`src/rtl/arith_pkg.sv`:
```
// Shared constants for the arithmetic lab datapath: FSM encodings and default operand width.
package arith_pkg;

   localparam int DEFAULT_WIDTH = 4;

   localparam logic [1:0] ST_IDLE  = 2'd0;
   localparam logic [1:0] ST_SHIFT = 2'd1;
   localparam logic [1:0] ST_DONE  = 2'd2;

endpackage

```
`src/rtl/full_subtractor.sv`:
```
// One-bit full subtractor: d = a - b - bin, with borrow out.
module full_subtractor (
   input  logic a,
   input  logic b,
   input  logic bin,
   output logic d,
   output logic bout
);

   assign d    = a ^ b ^ bin;
   assign bout = (~a & b) | (~(a ^ b) & bin);

endmodule

```
`src/rtl/serial_subtractor.sv`:
```
// Bit-serial subtractor, LSB first: Q = A - B - bin over WIDTH enabled cycles,
// with a start/busy handshake and a one-cycle done strobe.
module serial_subtractor
   import arith_pkg::*;
#(
   parameter int WIDTH = DEFAULT_WIDTH
) (
   input  logic             clk,
   input  logic             reset,
   input  logic             enable,
   input  logic             start,
   input  logic [WIDTH-1:0] A,
   input  logic [WIDTH-1:0] B,
   input  logic             bin,
   output logic             busy,
   output logic             done,
   output logic [WIDTH:0]   Q
);

   localparam int CW = $clog2(WIDTH + 1);
   localparam logic [CW-1:0] LAST = CW'(WIDTH - 1);

   logic [1:0]       state;
   logic [CW-1:0]    cnt;
   logic [WIDTH-1:0] areg;
   logic [WIDTH-1:0] breg;
   logic [WIDTH-1:0] res;
   logic             br;
   logic             d;
   logic             bout;
   logic [WIDTH:0]   shifted;

   full_subtractor u_fs (
      .a    (areg[0]),
      .b    (breg[0]),
      .bin  (br),
      .d    (d),
      .bout (bout)
   );

   // New difference bit enters at the MSB; slicing [WIDTH:1] also works for WIDTH=1.
   assign shifted = {d, res};
   assign busy    = (state != ST_IDLE);

   always_ff @(posedge clk) begin
      if (reset) begin
         state <= ST_IDLE;
         cnt   <= '0;
         areg  <= '0;
         breg  <= '0;
         res   <= '0;
         br    <= 1'b0;
         done  <= 1'b0;
         Q     <= '0;
      end else if (enable) begin
         case (state)
            ST_IDLE: begin
               if (start) begin
                  areg  <= A;
                  breg  <= B;
                  br    <= bin;
                  res   <= '0;
                  cnt   <= '0;
                  state <= ST_SHIFT;
               end
            end
            ST_SHIFT: begin
               areg <= areg >> 1;
               breg <= breg >> 1;
               br   <= bout;
               res  <= shifted[WIDTH:1];
               cnt  <= cnt + CW'(1);
               if (cnt == LAST) begin
                  state <= ST_DONE;
                  Q     <= {bout, shifted[WIDTH:1]};
                  done  <= 1'b1;
               end
            end
            ST_DONE: begin
               state <= ST_IDLE;
               done  <= 1'b0;
            end
            default: begin
               state <= ST_IDLE;
               done  <= 1'b0;
            end
         endcase
      end
   end

endmodule
```
`config.mk`:
```
export PLATFORM = sky130hd
export DESIGN_NAME = serial_subtractor
export DESIGN_NICKNAME = d
export VERILOG_FILES = /design/src/rtl/arith_pkg.sv /design/src/rtl/full_subtractor.sv /design/src/rtl/serial_subtractor.sv
export SDC_FILE = /design/constraint.sdc
export NUM_CORES = 1
export LEC_CHECK = 0
export ABC_AREA = 0
export BUFFER_PORTS_ARGS = -buffer_cell sky130_fd_sc_hd__buf_4
export CORE_MARGIN = 3
export CORE_UTILIZATION = 39
export DETAILED_ROUTE_END_ITERATION = 6
export PLACE_DENSITY = 0.73
export SLEW_MARGIN = 20
export SYNTH_ARGS = -nofsm -noshare
export SYNTH_HDL_FRONTEND = slang
export SYNTH_HIERARCHICAL = 1
export SYNTH_SLANG_ARGS = --single-unit
```
`constraint.sdc`:
```
create_clock -name clk -period 1.3 [get_ports clk]
set_input_delay 0.26 -clock clk [delete_from_list [all_inputs] [get_ports clk]]
set_output_delay 0.26 -clock clk [all_outputs]
set_load 0.02 [all_outputs]
```
# After elaboration in Yosys (flattened, before gate mapping)
# Index checks and enable logic that the tools add are counted.
# op_classes
add_sub_neg	1
eq_ne	4
muxes	15
bitwise_logic	8
reduce_logical	7
# op_table
cell	count
one-hot mux 4 bit (2 select lines)	3
2-to-1 mux 4 bit	3
AND reduction 3 bit	4
one-hot mux 3 bit (2 select lines)	1
2-to-1 mux 2 bit	2
!= test 2 bit, second input constant	2
one-hot mux 1 bit (2 select lines)	2
one-hot mux 2 bit (2 select lines)	1
nonzero test 2 bit	2
adder 3 x 1 -> 3 bit, second input constant	1
equality test 3 x 2 -> 1 bit, second input constant	1
2-to-1 mux 3 bit	1
NOT 1 bit	3
bitwise AND 1 bit	2
equality test 2 x 1 -> 1 bit, second input constant	1
zero test 2 bit	1
2-to-1 mux 1 bit	2
bitwise XOR 1 bit	2
bitwise OR 1 bit	1
# word_totals
ff_bits	24
in_bits	13
output_inout_bits	7
word_cells	43

# Longest topological paths before layout
# Gate-level depths: netlist of run 1.
# logic_depth
depth_word	5
depth_mapped	5
mapped_depth_nobuf	5

# By module
# Netlist of run 1, hierarchy kept.
# by_module_without_submodules
module	instances	cells_per_inst	area_each_um2	seq_area_each_um2
serial_subtractor	1	106	1111.1	460.4
full_subtractor	1	4	31.3	0.0

# Least setup slack after synthesis of run 1
# OpenSTA, ideal clock, no wires.
# synth_timing
path_kind	register -> register
start	register cnt[0]
end	register cnt[2]
arrival_time_ps	1186
setup_slack_ps	41
path_stages_with_launch	5
path_buffers	0
synth_period_minus_slack_ps	1259
cell_sequence	dfxtp_1 > ha_1 > ha_1 > or3_1 > a21oi_1
# synth_between
elab_chain_len	2
# synth_rtl
element	line	rtl
start, declared	serial_subtractor.sv:24	logic [CW-1:0] cnt;
start signal, assigned	serial_subtractor.sv:72	cnt <= cnt + CW'(1);
adder 3 x 1 -> 3 bit	serial_subtractor.sv:72	
one-hot mux 3 bit (2 select lines)	serial_subtractor.sv:56	case (state)
# Every way passes these cells.
# A chain may end at the register's enable or synchronous reset.

# Worst setup path in the final report of run 1
# layout_timing
start	register state[1]
end	output busy
# layout_between
elab_chain_len	1
# layout_rtl
element	line	rtl
start, declared	serial_subtractor.sv:23	logic [1:0] state;
start signal, assigned	serial_subtractor.sv:47	state <= ST_IDLE;
start signal, assigned	serial_subtractor.sv:64	state <= ST_SHIFT;
start signal, assigned	serial_subtractor.sv:74	state <= ST_DONE;
nonzero test 2 bit	serial_subtractor.sv:43	assign busy = (state != ST_IDLE);
end, declared	serial_subtractor.sv:15	output logic busy,
# Every way passes these cells.

==> results of run 1 <==
==> placed cells by master (no fill, tap or decap) <==
| cell | synthesis | final |
|---|---|---|
| or2_4 | 0 | 1 |
| and4bb_1 | 1 | 1 |
| or2_1 | 1 | 1 |
| nor2_2 | 0 | 1 |
| ha_4 | 0 | 2 |
| buf_12 | 0 | 1 |
| dfxtp_4 | 0 | 2 |
| nand2_1 | 2 | 2 |
| buf_6 | 5 | 3 |
| a31oi_1 | 1 | 1 |
| nor2_4 | 2 | 2 |
| or3_1 | 2 | 2 |
| a211oi_2 | 6 | 7 |
| o21ai_0 | 8 | 8 |
| nand2b_4 | 1 | 1 |
| clkinv_2 | 0 | 1 |
| nor2b_4 | 1 | 1 |
| nor2_1 | 6 | 6 |
| a21oi_1 | 12 | 10 |
| nand4b_4 | 1 | 1 |
| fa_1 | 1 | 1 |
| a21oi_2 | 6 | 7 |
| nand2b_1 | 1 | 1 |
| nand2_2 | 1 | 1 |
| buf_4 | 1 | 27 |
| or2b_1 | 1 | 1 |
| a21oi_4 | 0 | 1 |
| a211oi_1 | 2 | 1 |
| inv_1 | 4 | 4 |
| dfxtp_1 | 23 | 18 |
| dfxtp_2 | 0 | 3 |
| mux2i_1 | 12 | 12 |
| nand3_1 | 4 | 4 |
| clkbuf_4 | 0 | 3 |
==> per-layer routing <==
layer	wire length [um]	track usage [%]	share of wire [%]	up-vias
met2	1260	24.8	51	21
met1	1070	18.2	43	415
li1	-	-	-	450
met3	120	2.81	4.9	2
met5	0	0	0	-
met4	17	7.59	0.69	0
==> layout make-up <==
class / instances / area [sq um] / share of cell area, %
multi-input combinational: 76 / 649 / 44.5
sequential: 23 / 472 / 32.3
timing repair buffer: 31 / 256 / 17.6
tap: 31 / 38.8 / 2.66
clock buffer: 3 / 22.5 / 1.54
inverter: 4 / 15.0 / 1.03
clock inverter: 1 / 5.00 / 0.343
==> flip-flops by register name (all words and copies together), names as in the netlist <==
register,flops
res,3
state,2
done,1
Q,5
breg,4
br,1
cnt,3
areg,4
==> power breakdown <==
group,leakage [uW],switching (uW),internal (uW)
registers,0.000190,22.4,733
logic,0.000390,152,149
clock network,0.0000177,216,115
==> final timing paths <==
kind              endpoint  cells after the start     start  slack [ns]
setup / recovery      busy                      2  state[1]      -0.005
hold / removal     areg[3]                      3      A[3]        0.19
setup reg to reg   areg[0]                      5  state[0]        0.05
hold reg to reg     cnt[2]                      2    cnt[2]        0.49
==> worst min-delay path: stages <==
cell	delay (ns)
buf_4	0.11
nand2_1	0.04
a21oi_1	0.05
==> metrics by stage <==
step	std cells	util [%]	setup TNS (ns)	setup slack, ns	hold slack [ns]
2_1_floorplan	110	-	0	0.0410	0.325
3_3_place_gp	160	47.6	0	0.0311	0.459
3_5_place_dp	160	47.6	-0.00642	-0.00642	0.470
4_1_cts	168	50.6	-0.0158	-0.0158	0.191
5_1_grt	169	52.5	-0.0348	-0.0348	0.195
6_report	169	52.5	-0.00526	-0.00526	0.193
==> logic make-up after synthesis <==
| family | count (synthesis) | share of synthesized area [%] |
|---|---|---|
| compound gates | 35 | 21.8 |
| fa+ha+maj | 3 | 3.94 |
| buf+inv | 12 | 7.56 |
| flops | 23 | 40.3 |
| mux | 12 | 10.5 |
| simple gates | 25 | 15.9 |
==> what timing repair did <==
item                                    in CTS  in global routing
pin swaps                                    3                  6
cloned                                       0                  1
setup buffers                                4                  0
hold buffers                                 0                  0
resized for setup                            9                 10
endpoints found under the setup margin       2                 17
==> tab_implementation.tex, run 1 <==
\begin{tabular}{lr}
\hline
Metric & Value \\
\hline
\multicolumn{2}{l}{\textbf{Clocking}} \\
\quad Clock tree from TritonCTS & yes \\
\quad Root buffer cell & clkbuf\_4 \\
\quad Source-to-sink clock delay at the later pin of the worst-skew pair & 0.31 ns \\
\quad Number of sinks driven by the clock tree & 23 \\
\quad Maximum buffer depth of the clock tree & 2 \\
\quad TritonCTS buffer count & 3 \\
\quad Number of H-tree levels & 1 \\
\quad Clock slew at reported path FFs & 0.13 ns \\
\multicolumn{2}{l}{\textbf{Synthesis}} \\
\quad Fraction of post-synthesis cell area in the top cell type by area & 40.3\% \\
\quad Synth Area per Inst & 10.4 sq um \\
\quad Primary FF master, synth & dfxtp\_1 \\
\quad Number of synthesized flops with an enable pin & 0 \\
\quad Synth warnings & 6 \\
\quad Library cell with the highest instance count after synthesis & dfxtp\_1 \\
\quad Top cells by instance count after synthesis & dfxtp\_1, a21oi\_1, mux2i\_1 \\
\quad Share of synthesized flip-flops with an asynchronous set or reset & 0\% \\
\quad Cells after synthesis & 110 \\
\quad Count of cell types in the netlist & 29 \\
\quad Synthesized netlist net count & 126 \\
\quad Proportion of synthesized chip area in sequential cells & 40.3\% \\
\quad Post-synthesis instance area & 1140 sq um \\
\quad Synth top area cells & dfxtp\_1, mux2i\_1, a211oi\_2 \\
\quad Cell type with the largest total area after synthesis & dfxtp\_1 \\
\quad Number of synthesized register bits & 23 \\
\multicolumn{2}{l}{\textbf{Global routing}} \\
\quad Vias in the first global route & 886 \\
\quad First-pass GRT wire length & 4.00 mm \\
\quad Aggregate global routing overflow & 0 \\
\quad Initial antenna violation count & 0 \\
\quad Maximum number of pins on one net before global-route repair & 24 \\
\quad Global-route total usage across every layer & 15.0\% \\
\multicolumn{2}{l}{\textbf{Placement}} \\
\quad DPL Wire Length & 1.67 mm \\
\quad Routability Congestion & 0.729 \\
\quad Placed inst area & 1330 sq um \\
\quad Port buffer count & 19 \\
\multicolumn{2}{l}{\textbf{Timing}} \\
\quad Max frequency & 766 MHz \\
\quad Unrepaired setup endpoints after global routing & true \\
\quad Portion of the clock cycle consumed by the worst path in the final layout & 100\% \\
\quad Final Worst Setup Slack & -0.00526 ns \\
\quad Transition time at the pin with the least slew margin & 0.283 ns \\
\quad Final worst clock skew & 0.00627 ns \\
\quad Count of final max-slew check failures & 0 \\
\quad Number of setup violations in the final report & 1 \\
\quad Worst relative slew slack & 81.2\% \\
\quad Crit path time final & 1.31 ns \\
\quad Final hold vios & 0 \\
\multicolumn{2}{l}{\textbf{Final layout}} \\
\quad Fillers & 256 \\
\quad Relative area change from synthesis to final layout & 27.7\% \\
\quad Final-stage net count & 155 \\
\quad Share of cells above drive strength 1 & 47.1\% \\
\quad Area of all placed cells without fillers & 1460 sq um \\
\quad Number of antenna diodes & 0 \\
\multicolumn{2}{l}{\textbf{Floorplan}} \\
\quad Initial cell density of the core & 41.1\% \\
\quad DIE WIDTH & 60.1 um \\
\quad FP Rows & 19 \\
\quad CORE AREA & 2780 sq um \\
\quad Num ports & 20 \\
\quad Chip height & 60.1 um \\
\quad Die outline area & 3610 sq um \\
\multicolumn{2}{l}{\textbf{Detailed routing}} \\
\quad DRC violation count after routing & 0 \\
\quad Via count normalized by instance count & 5.25 \\
\quad Initial detailed-routing violation count & 20 \\
\quad Post-detailed-routing wire length & 2.47 mm \\
\quad DR pass1 iterations & 4 \\
\quad Routed via count & 888 \\
\quad Residual antenna-violating net count after detailed routing & 0 \\
\quad WL per Instance & 14.6 um \\
\multicolumn{2}{l}{\textbf{Power and ir drop}} \\
\quad Total design power & 1390 uW \\
\quad Largest vdd supply drop & 0.553 mV \\
\quad Total power density per cell area & 951 nW/um\^{}2 \\
\quad Cell leakage power & 0.000598 uW \\
\multicolumn{2}{l}{\textbf{Job}} \\
\quad Max cap viols & 0 \\
\multicolumn{2}{l}{\textbf{Setup path}} \\
\quad WS Path Type & reg -> out \\
\quad Required time of the critical path & 1.04 ns \\
\quad Worst path arrival time & 1.05 ns \\
\quad Slowest stage delay, CP & 0.36 ns \\
\quad Biggest fanout along the worst timing path & 2 \\
\quad Setup crit end kind & primary output \\
\quad Crit start category & register \\
\quad Cell-by-cell listing of the critical path & or2\_4 -> buf\_6 \\
\quad Highest-delay cell along the critical path & dfxtp\_4 \\
\quad Critical path buffers and inverters & 1 \\
\quad Largest delay share family, worst path & flip-flops \\
\multicolumn{2}{l}{\textbf{Outcome}} \\
\quad Result of the run & finished with violations \\
\quad Violated checks & negative setup slack \\
\multicolumn{2}{l}{\textbf{Worst hold path}} \\
\quad Path category of the worst min-delay check & in -> reg \\
\hline
\end{tabular}
(Power assumes the default switching activity.)
==> run 2, diff against run 1 <==
--- a/config.mk
+++ b/config.mk
@@ -5,7 +5,7 @@
 export SDC_FILE = /design/constraint.sdc
 export NUM_CORES = 1
 export LEC_CHECK = 0
-export ABC_AREA = 0
+export ABC_AREA = 1
 export BUFFER_PORTS_ARGS = -buffer_cell sky130_fd_sc_hd__buf_4
 export CORE_MARGIN = 3
 export CORE_UTILIZATION = 39
==> tab_implementation.tex, run 2 <==
\begin{tabular}{lr}
\hline
Metric & Value \\
\hline
\multicolumn{2}{l}{\textbf{Outcome}} \\
\quad Result of the run & finished clean \\
\multicolumn{2}{l}{\textbf{Setup path}} \\
\quad Crit start category & register \\
\quad Biggest fanout along the worst timing path & 4 \\
\quad Crit. Startpoint & state[0] \\
\quad Reg2reg setup slack & 0.07 ns \\
\quad R2r startpoint & cnt[0] \\
\quad Endpoint of the worst-slack reg-to-reg timing path & cnt[2] \\
\quad Worst r2r path cells & 6 \\
\quad Required time of the critical path & 1.04 ns \\
\quad Setup crit end kind & primary output \\
\quad WS Path Type & reg -> out \\
\quad Worst path arrival time & 1.01 ns \\
\quad Critical path capture point & busy \\
\multicolumn{2}{l}{\textbf{Clocking}} \\
\quad Maximum buffer depth of the clock tree & 2 \\
\quad Number of sinks driven by the clock tree & 23 \\
\quad Clock tree from TritonCTS & yes \\
\quad TritonCTS buffer count & 3 \\
\quad Root buffer cell & clkbuf\_4 \\
\quad Clock slew at reported path FFs & 0.13 ns \\
\quad Number of H-tree levels & 1 \\
\quad Source-to-sink clock delay at the later pin of the worst-skew pair & 0.31 ns \\
\quad Hold buffer count at CTS & 0 \\
\multicolumn{2}{l}{\textbf{Detailed routing}} \\
\quad DRC violation count after routing & 0 \\
\quad Post-detailed-routing wire length & 2.32 mm \\
\quad Initial detailed-routing violation count & 37 \\
\quad Routed via count & 1017 \\
\quad Via count normalized by instance count & 4.46 \\
\quad Residual antenna-violating net count after detailed routing & 0 \\
\quad DR pass1 iterations & 4 \\
\quad WL per Instance & 10.2 um \\
\multicolumn{2}{l}{\textbf{Floorplan}} \\
\quad Num ports & 20 \\
\quad DIE WIDTH & 60.9 um \\
\quad Initial cell density of the core & 41.9\% \\
\quad CORE AREA & 2810 sq um \\
\quad FP Rows & 19 \\
\quad Chip height & 60.9 um \\
\quad Die outline area & 3710 sq um \\
\multicolumn{2}{l}{\textbf{Placement}} \\
\quad DPL Wire Length & 1.68 mm \\
\quad Port buffer count & 19 \\
\quad Placed inst area & 1390 sq um \\
\quad Routability Congestion & 0.752 \\
\quad Placement-stage worst setup slack & -0.00865 ns \\
\multicolumn{2}{l}{\textbf{Synthesis}} \\
\quad Synth top area cells & dfxtp\_1, nand2\_1, nor2\_1 \\
\quad Synth warnings & 6 \\
\quad Number of synthesized register bits & 23 \\
\quad Number of synthesized flops with an enable pin & 0 \\
\quad Library cell with the highest instance count after synthesis & nand2\_1 \\
\quad Post-synthesis instance area & 1180 sq um \\
\quad Synthesized netlist net count & 186 \\
\quad Synth Area per Inst & 6.92 sq um \\
\quad Fraction of post-synthesis cell area in the top cell type by area & 39.1\% \\
\quad Proportion of synthesized chip area in sequential cells & 39.1\% \\
\quad Top cells by instance count after synthesis & nand2\_1, nor2\_1, dfxtp\_1 \\
\quad Cell type with the largest total area after synthesis & dfxtp\_1 \\
\quad Primary FF master, synth & dfxtp\_1 \\
\quad Share of synthesized flip-flops with an asynchronous set or reset & 0\% \\
\quad Cells after synthesis & 170 \\
\quad Count of cell types in the netlist & 24 \\
\multicolumn{2}{l}{\textbf{Final layout}} \\
\quad Largest register by flop count & Q \\
\quad Final-stage net count & 214 \\
\quad Largest register FFs & 5 \\
\quad Area of all placed cells without fillers & 1460 sq um \\
\quad Commonest cells after routing, fill and taps aside & nand2\_1, nor2\_1, buf\_4, inv\_1, dfxtp\_1 \\
\quad Most common cell after layout, fill and taps aside & nand2\_1 \\
\quad Registers with the most flip-flops & Q: 5 flops, areg: 4 flops, breg: 4 flops \\
\quad Area of the multi-input gates & 591 sq um \\
\quad Share of cells above drive strength 1 & 25.4\% \\
\quad Fillers & 289 \\
\quad Number of antenna diodes & 0 \\
\quad Area taken by flip-flops and latches & 473 sq um \\
\quad Post-layout utilization of the core & 51.9\% \\
\quad Relative area change from synthesis to final layout & 23.8\% \\
\multicolumn{2}{l}{\textbf{Power and ir drop}} \\
\quad Total power density per cell area & 975 nW/um\^{}2 \\
\quad Largest vdd supply drop & 0.734 mV \\
\quad Logic gate share of total power & 22.4\% \\
\quad Design internal power & 1010 uW \\
\quad Total design power & 1420 uW \\
\quad Clock share of power & 23.7\% \\
\quad Sequential share of power & 53.9\% \\
\quad Cell leakage power & 0.000692 uW \\
\quad Sw Ratio & 29.1\% \\
\quad Net switching component of the power & 413 uW \\
\multicolumn{2}{l}{\textbf{Global routing}} \\
\quad Global-route total usage across every layer & 13.5\% \\
\quad Maximum number of pins on one net before global-route repair & 17 \\
\quad Initial antenna violation count & 0 \\
\quad Vias in the first global route & 950 \\
\quad First-pass GRT wire length & 3.90 mm \\
\quad Aggregate global routing overflow & 0 \\
\multicolumn{2}{l}{\textbf{Timing}} \\
\quad Worst hold slack & 0.127 ns \\
\quad Number of setup violations in the final report & 0 \\
\quad Final worst clock skew & 0.00605 ns \\
\quad Transition time at the pin with the least slew margin & 0.316 ns \\
\quad Max frequency & 790 MHz \\
\quad Portion of the clock cycle consumed by the worst path in the final layout & 97.3\% \\
\quad Crit path time final & 1.27 ns \\
\quad Final hold vios & 0 \\
\quad Final Worst Setup Slack & 0.0346 ns \\
\quad Count of final max-slew check failures & 0 \\
\quad Worst relative slew slack & 78.9\% \\
\quad Unrepaired setup endpoints after global routing & true \\
\multicolumn{2}{l}{\textbf{Job}} \\
\quad Max cap viols & 0 \\
\multicolumn{2}{l}{\textbf{Worst hold path}} \\
\quad Path category of the worst min-delay check & in -> reg \\
\hline
\end{tabular}
==> run 2: worst min-delay path by stage <==
stage               cells after the start  slack [ns]    from       end
floorplan                               1        0.32   reset      done
global placement                        2        0.45  res[2]    res[1]
global route                            2        0.13   reset  state[1]
finish                                  2        0.13   reset  state[1]
CTS                                     2        0.13   reset  state[1]
detailed placement                      2        0.46  res[2]    res[1]
==> run 2: stage by stage <==
step / setup TNS (ns) / cells
6_report: 0 / 228
5_1_grt: -0.0616 / 228
4_1_cts: -0.00739 / 226
3_5_place_dp: -0.0152 / 222
3_3_place_gp: 0 / 222
2_1_floorplan: 0 / 170
==> run 2: cells by family (layout without fill, tap and decap cells) <==
| group | count (synthesis) | count (layout) | synth area share [%] |
|---|---|---|---|
| adders and majority gates | 3 | 3 | 3.83 |
| AOI/OAI and AO/OA | 20 | 20 | 11.4 |
| DFF | 23 | 23 | 39.1 |
| and+or+nand+nor | 96 | 96 | 34.4 |
| buffers and inverters | 28 | 55 | 11.3 |
==> run 2: cell type report <==
type / instances / share of cell area, %
Multi-Input combinational cell: 119 / 40.5
Sequential cell: 23 / 32.5
Timing Repair Buffer: 28 / 16.4
Inverter: 23 / 6.10
Tap cell: 31 / 2.66
Clock buffer: 4 / 1.80
==> run 2: worst max-delay path: stages, from the launching register on <==
cell and delay (ns):
dfxtp_4 0.39, nor2_4 0.12, inv_1 0.06, buf_6 0.12
==> run 2: repair_timing <==
| action | in CTS | in global routing |
|---|---|---|
| setup endpoints to repair | 6 | 8 |
| gates resized for setup | 4 | 9 |
| pin swaps | 1 | 1 |
| buffers inserted | 0 | 2 |
==> run 2: per-layer routing <==
metal	track usage, %	share of wire (%)	up-vias
li1	-	-	571
met1	17.8	49	430
met2	23.1	47	14
met3	3.19	2.6	2
met4	2.17	0.91	0
met5	0	0	-
==> run 2: power groups by stage <==
stage | Clock, uW | Sequential, uW | Combinational [uW]
floorplan | 0 | 777 | 205
global route | 356 | 771 | 364
detailed placement | 0 | 781 | 302
finish | 336 | 765 | 319
global placement | 0 | 780 | 301
CTS | 344 | 767 | 304
==> run 3, diff against run 2 <==
--- a/config.mk
+++ b/config.mk
@@ -7,10 +7,11 @@
 export LEC_CHECK = 0
 export ABC_AREA = 1
 export BUFFER_PORTS_ARGS = -buffer_cell sky130_fd_sc_hd__buf_4
-export CORE_MARGIN = 3
-export CORE_UTILIZATION = 39
+export CELL_PAD_IN_SITES_DETAIL_PLACEMENT = 1
+export CELL_PAD_IN_SITES_GLOBAL_PLACEMENT = 1
+export CORE_UTILIZATION = 35
 export DETAILED_ROUTE_END_ITERATION = 6
-export PLACE_DENSITY = 0.73
+export PLACE_DENSITY = 0.86
 export SLEW_MARGIN = 20
 export SYNTH_ARGS = -nofsm -noshare
 export SYNTH_HDL_FRONTEND = slang
==> tab_implementation.tex, run 3 (synthesis gave the netlist of run 2 again) <==
\begin{tabular}{lr}
\hline
Metric & Value \\
\hline
\multicolumn{2}{l}{\textbf{Job}} \\
\quad Max cap viols & 0 \\
\multicolumn{2}{l}{\textbf{Final layout}} \\
\quad Most common cell after layout, fill and taps aside & nand2\_1 \\
\quad Largest register FFs & 5 \\
\quad Share of cells above drive strength 1 & 28.3\% \\
\quad Area of all placed cells without fillers & 1530 sq um \\
\quad Post-layout utilization of the core & 49.0\% \\
\quad Largest register by flop count & Q \\
\quad Number of antenna diodes & 0 \\
\quad Registers with the most flip-flops & Q: 5 flops, areg: 4 flops, breg: 4 flops \\
\quad Relative area change from synthesis to final layout & 30.4\% \\
\quad Final-stage net count & 222 \\
\quad Commonest cells after routing, fill and taps aside & nand2\_1, nor2\_1, buf\_4, dfxtp\_1, inv\_1 \\
\multicolumn{2}{l}{\textbf{Setup path}} \\
\quad Setup crit end kind & primary output \\
\quad Most prevalent standard cell on the critical path & buf\_6 \\
\quad Endpoint of the worst-slack reg-to-reg timing path & Q[4] \\
\quad R2r startpoint & state[1] \\
\quad Worst r2r path cells & 8 \\
\quad Highest-delay cell along the critical path & dfxtp\_2 \\
\quad WS Path Type & reg -> out \\
\quad Slowest stage delay, CP & 0.35 ns \\
\quad Largest delay share family, worst path & flip-flops \\
\quad Reg2reg setup slack & 0.01 ns \\
\quad Required time of the critical path & 1.04 ns \\
\quad Worst path arrival time & 1.04 ns \\
\quad Critical path buffers and inverters & 3 \\
\quad Crit start category & register \\
\quad Cell-by-cell listing of the critical path & buf\_6 -> nor2\_4 -> inv\_2 -> buf\_6 \\
\quad Biggest fanout along the worst timing path & 3 \\
\multicolumn{2}{l}{\textbf{Detailed routing}} \\
\quad Routed via count & 1153 \\
\quad Initial detailed-routing violation count & 37 \\
\quad Residual antenna-violating net count after detailed routing & 0 \\
\quad WL per Instance & 11.7 um \\
\quad Via count normalized by instance count & 4.63 \\
\quad DR pass1 iterations & 4 \\
\quad DRC violation count after routing & 0 \\
\quad Post-detailed-routing wire length & 2.92 mm \\
\multicolumn{2}{l}{\textbf{Global routing}} \\
\quad Global-route total usage across every layer & 17.9\% \\
\quad Aggregate global routing overflow & 0 \\
\quad First-pass GRT wire length & 4.80 mm \\
\quad Initial antenna violation count & 0 \\
\quad Maximum number of pins on one net before global-route repair & 15 \\
\quad Vias in the first global route & 1195 \\
\multicolumn{2}{l}{\textbf{Worst hold path}} \\
\quad Hold Path Depth & 2 \\
\quad HP Start & reset \\
\quad Path category of the worst min-delay check & in -> reg \\
\quad Worst Hold End & state[1] \\
\multicolumn{2}{l}{\textbf{Clocking}} \\
\quad Number of sinks driven by the clock tree & 23 \\
\quad Hold buffer count at CTS & 0 \\
\quad Clock tree from TritonCTS & yes \\
\quad Clock slew at reported path FFs & 0.13 ns \\
\quad Number of H-tree levels & 1 \\
\quad TritonCTS buffer count & 3 \\
\quad Root buffer cell & clkbuf\_4 \\
\quad Source-to-sink clock delay at the later pin of the worst-skew pair & 0.32 ns \\
\quad Maximum buffer depth of the clock tree & 2 \\
\multicolumn{2}{l}{\textbf{Floorplan}} \\
\quad CORE AREA & 3130 sq um \\
\quad DIE WIDTH & 60.0 um \\
\quad Initial cell density of the core & 37.6\% \\
\quad FP Rows & 20 \\
\quad Die outline area & 3600 sq um \\
\quad Chip height & 60.0 um \\
\quad Num ports & 20 \\
\multicolumn{2}{l}{\textbf{Timing}} \\
\quad Crit path time final & 1.30 ns \\
\quad Number of setup violations in the final report & 0 \\
\quad Worst relative slew slack & 79.1\% \\
\quad Max frequency & 771 MHz \\
\quad Portion of the clock cycle consumed by the worst path in the final layout & 99.8\% \\
\quad Count of final max-slew check failures & 0 \\
\quad Transition time at the pin with the least slew margin & 0.313 ns \\
\quad Unrepaired setup endpoints after global routing & true \\
\quad Final hold vios & 0 \\
\quad Total Neg Setup Slack & 0 ns \\
\quad Final worst clock skew & 0.00650 ns \\
\quad Final Worst Setup Slack & 0.00293 ns \\
\multicolumn{2}{l}{\textbf{Power and ir drop}} \\
\quad Total design power & 1450 uW \\
\quad Total power density per cell area & 945 nW/um\^{}2 \\
\quad Largest vdd supply drop & 0.526 mV \\
\quad Cell leakage power & 0.000735 uW \\
\multicolumn{2}{l}{\textbf{Placement}} \\
\quad Placed inst area & 1450 sq um \\
\quad Placement-stage worst setup slack & -0.0536 ns \\
\quad Routability Congestion & 0.725 \\
\quad Port buffer count & 19 \\
\quad DPL Wire Length & 2.23 mm \\
\multicolumn{2}{l}{\textbf{Outcome}} \\
\quad Result of the run & finished clean \\
\hline
\end{tabular}
## run 3: per-stage QoR
step                      instances  hold slack [ns]
after CTS                       246            0.110
after floorplan                 170            0.322
after global routing            249            0.115
final                           249            0.123
after global placement          240            0.449
after detailed placement        240            0.468
## run 3: metal layers
layer	GRT usage, %	up-vias	wire length, um
met5	0	-	0
met4	5.65	0	35
met3	2.16	5	66
met2	36.5	16	1660
met1	18.5	549	1160
li1	-	583	-
## run 3: how the worst max path moves through the flow
stage / slack, ns / from / cells past startpoint / to
after floorplan: 0.07 / cnt[0] / 8 / Q[1]
after global placement: 0.04 / cnt[0] / 8 / Q[2]
after detailed placement: -0.05 / cnt[0] / 8 / Q[4]
after CTS: 0.003 / state[1] / 4 / busy
after global routing: -0.03 / state[1] / 8 / Q[0]
final: 0.003 / state[1] / 4 / busy
## run 3: repair_timing
action | 4_1_cts | 5_1_grt
setup buffers | 2 | 3
resized for setup | 10 | 2
setup endpoints to repair | 7 | 8
pin swaps | 2 | 1
hold endpoints to repair | 0 | 0
## run 3: final cells by class
cell class	count	area, sq um
tap	44	55.1
fill	422	1590
timing repair buffer	36	303
sequential	23	467
multi-input combinational	119	591
clock inverter	1	5.00
inverter	23	91.3
clock buffer	3	22.5
## run 3: report_power, final
| group | leakage, uW | total (uW) | switching [uW] | internal (uW) |
|---|---|---|---|---|
| Combinational | 0.000527 | 339 | 186 | 153 |
| Clock | 0.0000177 | 340 | 225 | 115 |
| Sequential | 0.000190 | 770 | 25.1 | 745 |
